### src/rtl/systolic_drain_if.sv
// Handshake bundle between the systolic array bottom row, the drain buffer
// and the downstream element consumer.
interface systolic_drain_if #(
    parameter int N = 4
);
    localparam int CW = (N > 1) ? $clog2(N) : 1;

    logic          cap_valid;
    logic [23:0]   row_in [N];
    logic          cap_ready;
    logic          out_valid;
    logic [23:0]   out_data;
    logic          out_ready;
    logic [CW-1:0] out_col;
    logic          out_last;
    logic          overflow;

    modport master (
        output cap_valid, row_in, out_ready,
        input  cap_ready, out_valid, out_data, out_col, out_last, overflow
    );

    modport slave (
        input  cap_valid, row_in, out_ready,
        output cap_ready, out_valid, out_data, out_col, out_last, overflow
    );
endinterface

### src/rtl/systolic_drain.sv
// Row FIFO that captures bottom-row psums of a systolic array and
// serializes them one element per cycle, column-major within each row.
module systolic_drain #(
    parameter int N     = 4,
    parameter int DEPTH = 4
) (
    input logic             clk,
    input logic             rst,
    systolic_drain_if.slave bus
);
    localparam int AW = $clog2(DEPTH);
    localparam int CW = (N > 1) ? $clog2(N) : 1;
    localparam int KW = AW + 1;
    localparam logic [KW-1:0] FULL  = KW'(DEPTH);
    localparam logic [CW-1:0] LASTC = CW'(N - 1);

    logic [23:0]   r_mem [DEPTH][N];
    logic [AW-1:0] r_wptr;
    logic [AW-1:0] r_rptr;
    logic [KW-1:0] r_count;
    logic [CW-1:0] r_col;
    logic [CW-1:0] r_row;
    logic          r_ovf;

    logic w_full;
    logic w_empty;
    logic w_push;
    logic w_drop;
    logic w_xfer;
    logic w_pop;
    logic w_valid;

    assign w_full  = (r_count == FULL);
    assign w_empty = (r_count == '0);
    assign w_push  = bus.cap_valid && !w_full;
    assign w_drop  = bus.cap_valid && w_full;
    assign w_xfer  = !w_empty && bus.out_ready;
    assign w_pop   = w_xfer && (r_col == LASTC);

    // Storage is never reset; only pointers and count define what is live.
    always_ff @(posedge clk) begin
        if (w_push) begin
            r_mem[r_wptr] <= bus.row_in;
        end
    end

    always_ff @(posedge clk) begin
        if (rst) begin
            r_wptr  <= '0;
            r_rptr  <= '0;
            r_count <= '0;
            r_col   <= '0;
            r_row   <= '0;
            r_ovf   <= 1'b0;
        end else begin
            if (w_push) begin
                r_wptr <= r_wptr + 1'b1;
            end
            if (w_pop) begin
                r_rptr <= r_rptr + 1'b1;
            end
            if (w_push && !w_pop) begin
                r_count <= r_count + 1'b1;
            end else if (!w_push && w_pop) begin
                r_count <= r_count - 1'b1;
            end
            if (w_xfer) begin
                r_col <= (r_col == LASTC) ? '0 : r_col + 1'b1;
            end
            if (w_pop) begin
                r_row <= (r_row == LASTC) ? '0 : r_row + 1'b1;
            end
            if (w_drop) begin
                r_ovf <= 1'b1;
            end
        end
    end

    // Outputs are forced idle while rst is held, before state clears.
    assign w_valid       = !rst && !w_empty;
    assign bus.cap_ready = rst || !w_full;
    assign bus.out_valid = w_valid;
    assign bus.out_data  = w_valid ? r_mem[r_rptr][r_col] : '0;
    assign bus.out_col   = rst ? '0 : r_col;
    assign bus.out_last  = w_valid && (r_row == LASTC) && (r_col == LASTC);
    assign bus.overflow  = !rst && r_ovf;
endmodule

### src/flat_wrapper.sv
// flat-port wrapper written by rule: the top's interface ports become plain ports
module systolic_drain_flat 
#(
    parameter int N     = 4,
    parameter int DEPTH = 4
)
  (clk, rst, bus_cap_valid, bus_row_in, bus_out_ready, bus_cap_ready, bus_out_valid, bus_out_data, bus_out_col, bus_out_last, bus_overflow);
  systolic_drain_if #(.N(N)) bus_i ();
  input logic clk;
  input logic rst;
  input wire logic [$bits(bus_i.cap_valid)-1:0] bus_cap_valid;
  input wire logic [$bits(bus_i.row_in)-1:0] bus_row_in;
  input wire logic [$bits(bus_i.out_ready)-1:0] bus_out_ready;
  output wire logic [$bits(bus_i.cap_ready)-1:0] bus_cap_ready;
  output wire logic [$bits(bus_i.out_valid)-1:0] bus_out_valid;
  output wire logic [$bits(bus_i.out_data)-1:0] bus_out_data;
  output wire logic [$bits(bus_i.out_col)-1:0] bus_out_col;
  output wire logic [$bits(bus_i.out_last)-1:0] bus_out_last;
  output wire logic [$bits(bus_i.overflow)-1:0] bus_overflow;
  assign bus_i.cap_valid = bus_cap_valid;
  assign bus_i.row_in = {>>{bus_row_in}};
  assign bus_i.out_ready = bus_out_ready;
  assign bus_cap_ready = bus_i.cap_ready;
  assign bus_out_valid = bus_i.out_valid;
  assign bus_out_data = bus_i.out_data;
  assign bus_out_col = bus_i.out_col;
  assign bus_out_last = bus_i.out_last;
  assign bus_overflow = bus_i.overflow;
  systolic_drain #(.N(N), .DEPTH(DEPTH)) u_core (.clk(clk), .rst(rst), .bus(bus_i));
endmodule
### config.mk
export PLATFORM = sky130hd
export DESIGN_NAME = systolic_drain_flat
export DESIGN_NICKNAME = d
export VERILOG_FILES = /design/src/rtl/systolic_drain_if.sv /design/src/rtl/systolic_drain.sv /design/src/flat_wrapper.sv
export SDC_FILE = /design/constraint.sdc
export NUM_CORES = 1
export LEC_CHECK = 0
export CORE_ASPECT_RATIO = 1.1
export CORE_MARGIN = 10
export CORE_UTILIZATION = 30
export DETAILED_ROUTE_END_ITERATION = 8
export SETUP_SLACK_MARGIN = 0.3
export SYNTH_ARGS = -nofsm -noshare
export SYNTH_HDL_FRONTEND = slang
export SYNTH_SLANG_ARGS = --single-unit
### constraint.sdc
create_clock -name clk -period 6.03 [get_ports clk]
set_clock_uncertainty 0.05 [all_clocks]
set_input_delay 0.603 -clock clk [delete_from_list [all_inputs] [get_ports clk]]
set_output_delay 0.603 -clock clk [all_outputs]
set_load 0.005 [all_outputs]
Word level (Yosys, flattened, before mapping)
Memories as Yosys holds them, arrays and structs flattened. A register that Yosys moved wholly into a read port is not among the register bits. Index checks and enable logic that the tools add are counted.

Register bits: 12. RAM bits: 384. Output and inout port bits: 30. Word-level logic and storage cells: 49. Memories kept: 1.

Memories: u_core.r_mem (depth 4, bits a word 96, rd ports 1, clocked after Yosys merged registers in 1, wr ports 1, line systolic_drain.sv:17) `logic [23:0] r_mem [DEPTH][N];`.

Add/subtract/negate cells: 6. $lt $le $gt $ge: 1. Equal/unequal tests: 3. Muxes and demuxes: 13. Bitwise logic cells: 1. Reduce and logical (&&, ||, !) cells: 18.

Operators by type and width (count): 24-bit two-way mux (3); 24-bit binary-select mux with 2-bit select (1); 1-bit logical AND (10); 2-bit two-way mux (5); 2-bit by 1-bit adder with 2-bit output, second input constant (4); 3-bit two-way mux (2); 1-bit logical NOT (5); 2-bit == test, second input constant (2); 3-bit by 1-bit adder with 3-bit output, second input constant (1); 3-bit == test, second input constant (1); 3-bit greater-or-equal comparator, second input constant (1); 3-bit logical NOT (1); 2-bit NOT with 3-bit output (1); 3-bit by 1-bit subtractor with 3-bit output, second input constant (1); 1-bit two-way mux (2); 2-bit nonzero test (1); 1-bit logical OR (1).

Longest topological paths before layout
Depth in word-level cells: 7. Mapped depth: 8.

Worst setup path after synthesis
No wires, ideal clock.

Path type: register to register. From: reg u_core.r_count[0]. To: mem u_core.r_mem[0][0] (netlist bit) (enable). Library setup time: 466 ps. Arrival time: 2923 ps. Data required time: 5514 ps. Setup slack: 2591 ps. Stages on the path, launching flop included: 3. Buffers on the path: 0. Cells stage by stage: dfxtp_1 or3b_2 and3_1.

Cells in the longest elaborated chain, start to end: 5.

Ends and longest elaborated chain: start: declaration (line systolic_drain.sv:20) `logic [KW-1:0] r_count;`; start signal: assignment (line systolic_drain.sv:63) `r_count <= r_count + 1'b1;`; start signal: assignment (line systolic_drain.sv:65) `r_count <= r_count - 1'b1;`; 3-bit == test (line systolic_drain.sv:33) `assign w_full = (r_count == FULL);`; 1-bit logical NOT (line systolic_drain.sv:35) `assign w_push = bus.cap_valid && !w_full;`; 1-bit logical AND (line systolic_drain.sv:35); 1-bit two-way mux (line systolic_drain.sv:42) `if (w_push) begin`; 1-bit two-way mux (implied by the code) (line systolic_drain.sv:43) `r_mem[r_wptr] <= bus.row_in;`; end: declaration (line systolic_drain.sv:17).

No other way between the ends.

Worst setup path in the final report
From: reg u_core.r_count[0]. To: out bus_out_data[1].

Cells in the longest elaborated chain, start to end: 4.

Ends and longest elaborated chain: 3-bit logical NOT (line systolic_drain.sv:34) `assign w_empty = (r_count == '0);`; 1-bit logical NOT (line systolic_drain.sv:80) `assign w_valid = !rst && !w_empty;`; 1-bit logical AND (line systolic_drain.sv:80); 24-bit two-way mux (line systolic_drain.sv:83) `assign bus.out_data = w_valid ? r_mem[r_rptr][r_col] : '0;`; end: declaration (line flat_wrapper.sv:16) `output wire logic [$bits(bus_i.out_data)-1:0] bus_out_data;`.

No other way between the ends.

==> flow_metrics.env <==
export IMPL_viasPerCell=4.73
export IMPL_critPathSlowestCell="nand4b_1"
export IMPL_clkPwrFrac_pct=38.6
export IMPL_fp_coreArea_um2=51300
export IMPL_insertedDiodeCount=0
export IMPL_synth_nets=802
export IMPL_p_per_area_nw_per_um2=339
export IMPL_ant_nets=0
export IMPL_hold_viol_final=0
export IMPL_synth_area_um2=15500
export IMPL_synth_top_cell_by_area="edfxtp_1"
export IMPL_first_iter_violations=428
export IMPL_maxSlewViolCount=0
export IMPL_worst_pin_slew_ps=1190
export IMPL_cts_setup_buffers=0
export IMPL_cp_top_family="simple AND/OR/NAND/NOR gates"
export IMPL_end_kind="output port"
export IMPL_syn_avg_cell_area_um2=22.4
export IMPL_vias=7268
export IMPL_post_synth_inst_count=694
export IMPL_grt_total_usage_pct=11.2
export IMPL_setup_viol=0
export IMPL_clock_latency_ps=530
export IMPL_synth_flop_cell="edfxtp_1"
export IMPL_netlist_area_leader_share_pct=74.2
export IMPL_ys_types=32
export IMPL_setup_worst_path_start_class="flip-flop"
export IMPL_tritoncts="yes"
export IMPL_gp_congestion=0.678
export IMPL_hold_ws_ps=433
export IMPL_path_clk_slew_ps=70
export IMPL_worstPathMaxFanout=28
export IMPL_start_util_pct=30.3
export IMPL_total_power_mw=6.39
export IMPL_ys_ff_latch=398
export IMPL_synth_most_common_cell="edfxtp_1"
export IMPL_critPathArrivalTime_ps=4210
export IMPL_yosysWarningCount=0
export IMPL_clk_path_buf_depth=3
export IMPL_vdd_drop_max_v=0.000176
export IMPL_relSlewSlack_pct=19.9
export IMPL_portBuffers=129
export IMPL_path_cells="or3_2 > nand4b_1 > buf_4 > o221ai_1 > clkdlybuf4s50_1"
export IMPL_max_clock_freq_mhz=206
export IMPL_cap_violations=0
export IMPL_grt_overflow_total=0
export IMPL_critical_path_max_stage_delay_ps=1080
export IMPL_fin_tns_setup_ps=0
export IMPL_dpl_cell_area_um2=17600
export IMPL_cts_htree_levels=2
export IMPL_die_w_um=237
export IMPL_grt_pass1_wl_mm=52.0
export IMPL_p_seq_share_pct=51.2
export IMPL_nets=946
export IMPL_grt_max_degree=56
export IMPL_antenna_found_initial=6
export IMPL_drt_total_wl_mm=35.0
export IMPL_cts_resized=0
export IMPL_finalCriticalPeriod_ps=4860
export IMPL_postCtsHoldBufs=0
export IMPL_synthTopCellsByCount="384 x edfxtp_1, 96 x mux4_2, 29 x inv_1, 26 x mux2i_1, 25 x nand4b_1"
export IMPL_grt_pass1_vias=7780
export IMPL_wl_per_cell_um=22.8
export IMPL_comb_power_share_pct=10.1
export IMPL_drc_errors=0
export IMPL_cts_sinks=398
export IMPL_period_share_pct=80.6
export IMPL_crit_buf_inv=2
export IMPL_outcome="finished, final reports clean"
export IMPL_intPower_mw=4.98
export IMPL_fillers=4626
export IMPL_dr_pass1_iters=4
export IMPL_cts_root_buf="clkbuf_16"
export IMPL_yosys_top_cells_area="edfxtp_1 74%, mux4_2 14%, o221ai_2 2.0%, dfxtp_1 1.8%, mux2i_1 1.7%"
export IMPL_grt_setup_unrepaired="no"
export IMPL_synth_edf_count=384
export IMPL_rows=87
export IMPL_dieArea_um2=61300
export IMPL_fin_cells=1536
export IMPL_setup_ws_ps=1170
export IMPL_cts_buffers=40
export IMPL_synthToLayoutAreaGrowth_pct=21.5
export IMPL_hp_class="flip-flop to flip-flop"
export IMPL_pin_count=130
export IMPL_async_flop_share_pct=0
export IMPL_power_leakage_nw=5.82
export IMPL_die_h_um=259
export IMPL_switching_share_pct=22.2
export IMPL_final_core_util_pct=36.8
export IMPL_design_area_um2=18900
export IMPL_dp_cells=1463
export IMPL_p_switching_mw=1.42
export IMPL_critPathKind="flip-flop to output port"
export IMPL_pre_cts_ws_ps=1660
export IMPL_ys_seq_area_share_pct=76.0
export IMPL_drive_above_1_share_pct=22.9
export IMPL_place_hpwl_mm=21.5
export IMPL_required_ps=5380
==> metal layers <==
layer / global-route usage, % / wire length [µm] / up-vias
met2: 19.0 / 17700 / 154
met3: 2.50 / 1550 / 51
met1: 14.2 / 15200 / 3838
met5: 0 / 48 / -
met4: 3.03 / 534 / 8
li1: - / - / 3217
==> final cells by class <==
| class | count | area (µm²) | area share, % |
|---|---|---|---|
| sequential | 398 | 11800 | 62.6 |
| multi-input combinational | 227 | 3410 | 18.0 |
| timing repair buffer | 142 | 1410 | 7.46 |
| clock buffer | 46 | 1040 | 5.53 |
| tap | 667 | 835 | 4.42 |
| clock inverter | 27 | 264 | 1.40 |
| inverter | 29 | 109 | 0.576 |
==> state kept, by name (all words and copies together), names as in the netlist, named ones only <==
| register | cells |
|---|---|
| u_core.r_wptr | 2 |
| u_core.r_ovf | 1 |
| u_core.r_mem | 384 |
| u_core.r_count | 3 |
| u_core.r_row | 2 |
| u_core.r_col | 2 |
| u_core.r_rptr | 2 |
==> power groups by stage <==
stage,registers (mW),logic (mW),clock network [mW]
after floorplan,3.34,0.359,0
after global placement,3.33,0.663,0
after detailed placement,3.34,0.669,0
after CTS,3.28,0.671,2.54
after global routing,3.29,0.706,2.65
final,3.28,0.648,2.47
==> cells by family after synthesis <==
group	count (synthesis)	share of synthesized area (%)
multiplexers	122	15.6
AND/OR/NAND/NOR	56	2.53
adder cells (fa/ha/maj)	8	0.692
flip-flops	398	76.0
buffers and inverters	69	2.27
AO/OA/AOI/OAI	38	2.75
XOR/XNOR	3	0.169
==> path summary, 6_finish.rpt <==
kind              slack (ps)              start                 to  depth (start not counted)
setup / recovery        1170  u_core.r_count[0]    bus_out_data[1]                          5
hold / removal           430    u_core.r_row[0]    u_core.r_row[0]                          2
setup reg to reg        3340    u_core.r_col[0]  u_core.r_count[2]                          9
hold reg to reg          430    u_core.r_row[0]    u_core.r_row[0]                          2
==> worst min-delay path: cells and delay by family (launching register included) <==
family	cells	cell delay, ps
and+or+nand+nor	1	50
AOI/OAI and AO/OA	1	60
DFF	1	320
==> placed cells by master (no fill, tap or decap), types with 3 or more instances in the layout <==
cell               n
edfxtp_1         384
clkdlybuf4s50_1  128
mux4_2            96
clkbuf_16         41
inv_1             29
mux2i_1           26
nand4b_1          25
o221ai_2          21
clkinv_1          12
buf_4             11
dfxtp_1           11
a21oi_1            7
ha_1               7
nor2_1             6
bufinv_16          5
clkbuf_1           5
nor2b_1            4
and3_4             4
o21ai_0            4
or3_1              4
clkinv_2           4
o221ai_1           3
nand3_1            3
nand2_1            3
inv_6              3
No activity file was read; power rests on OpenSTA's default activity.
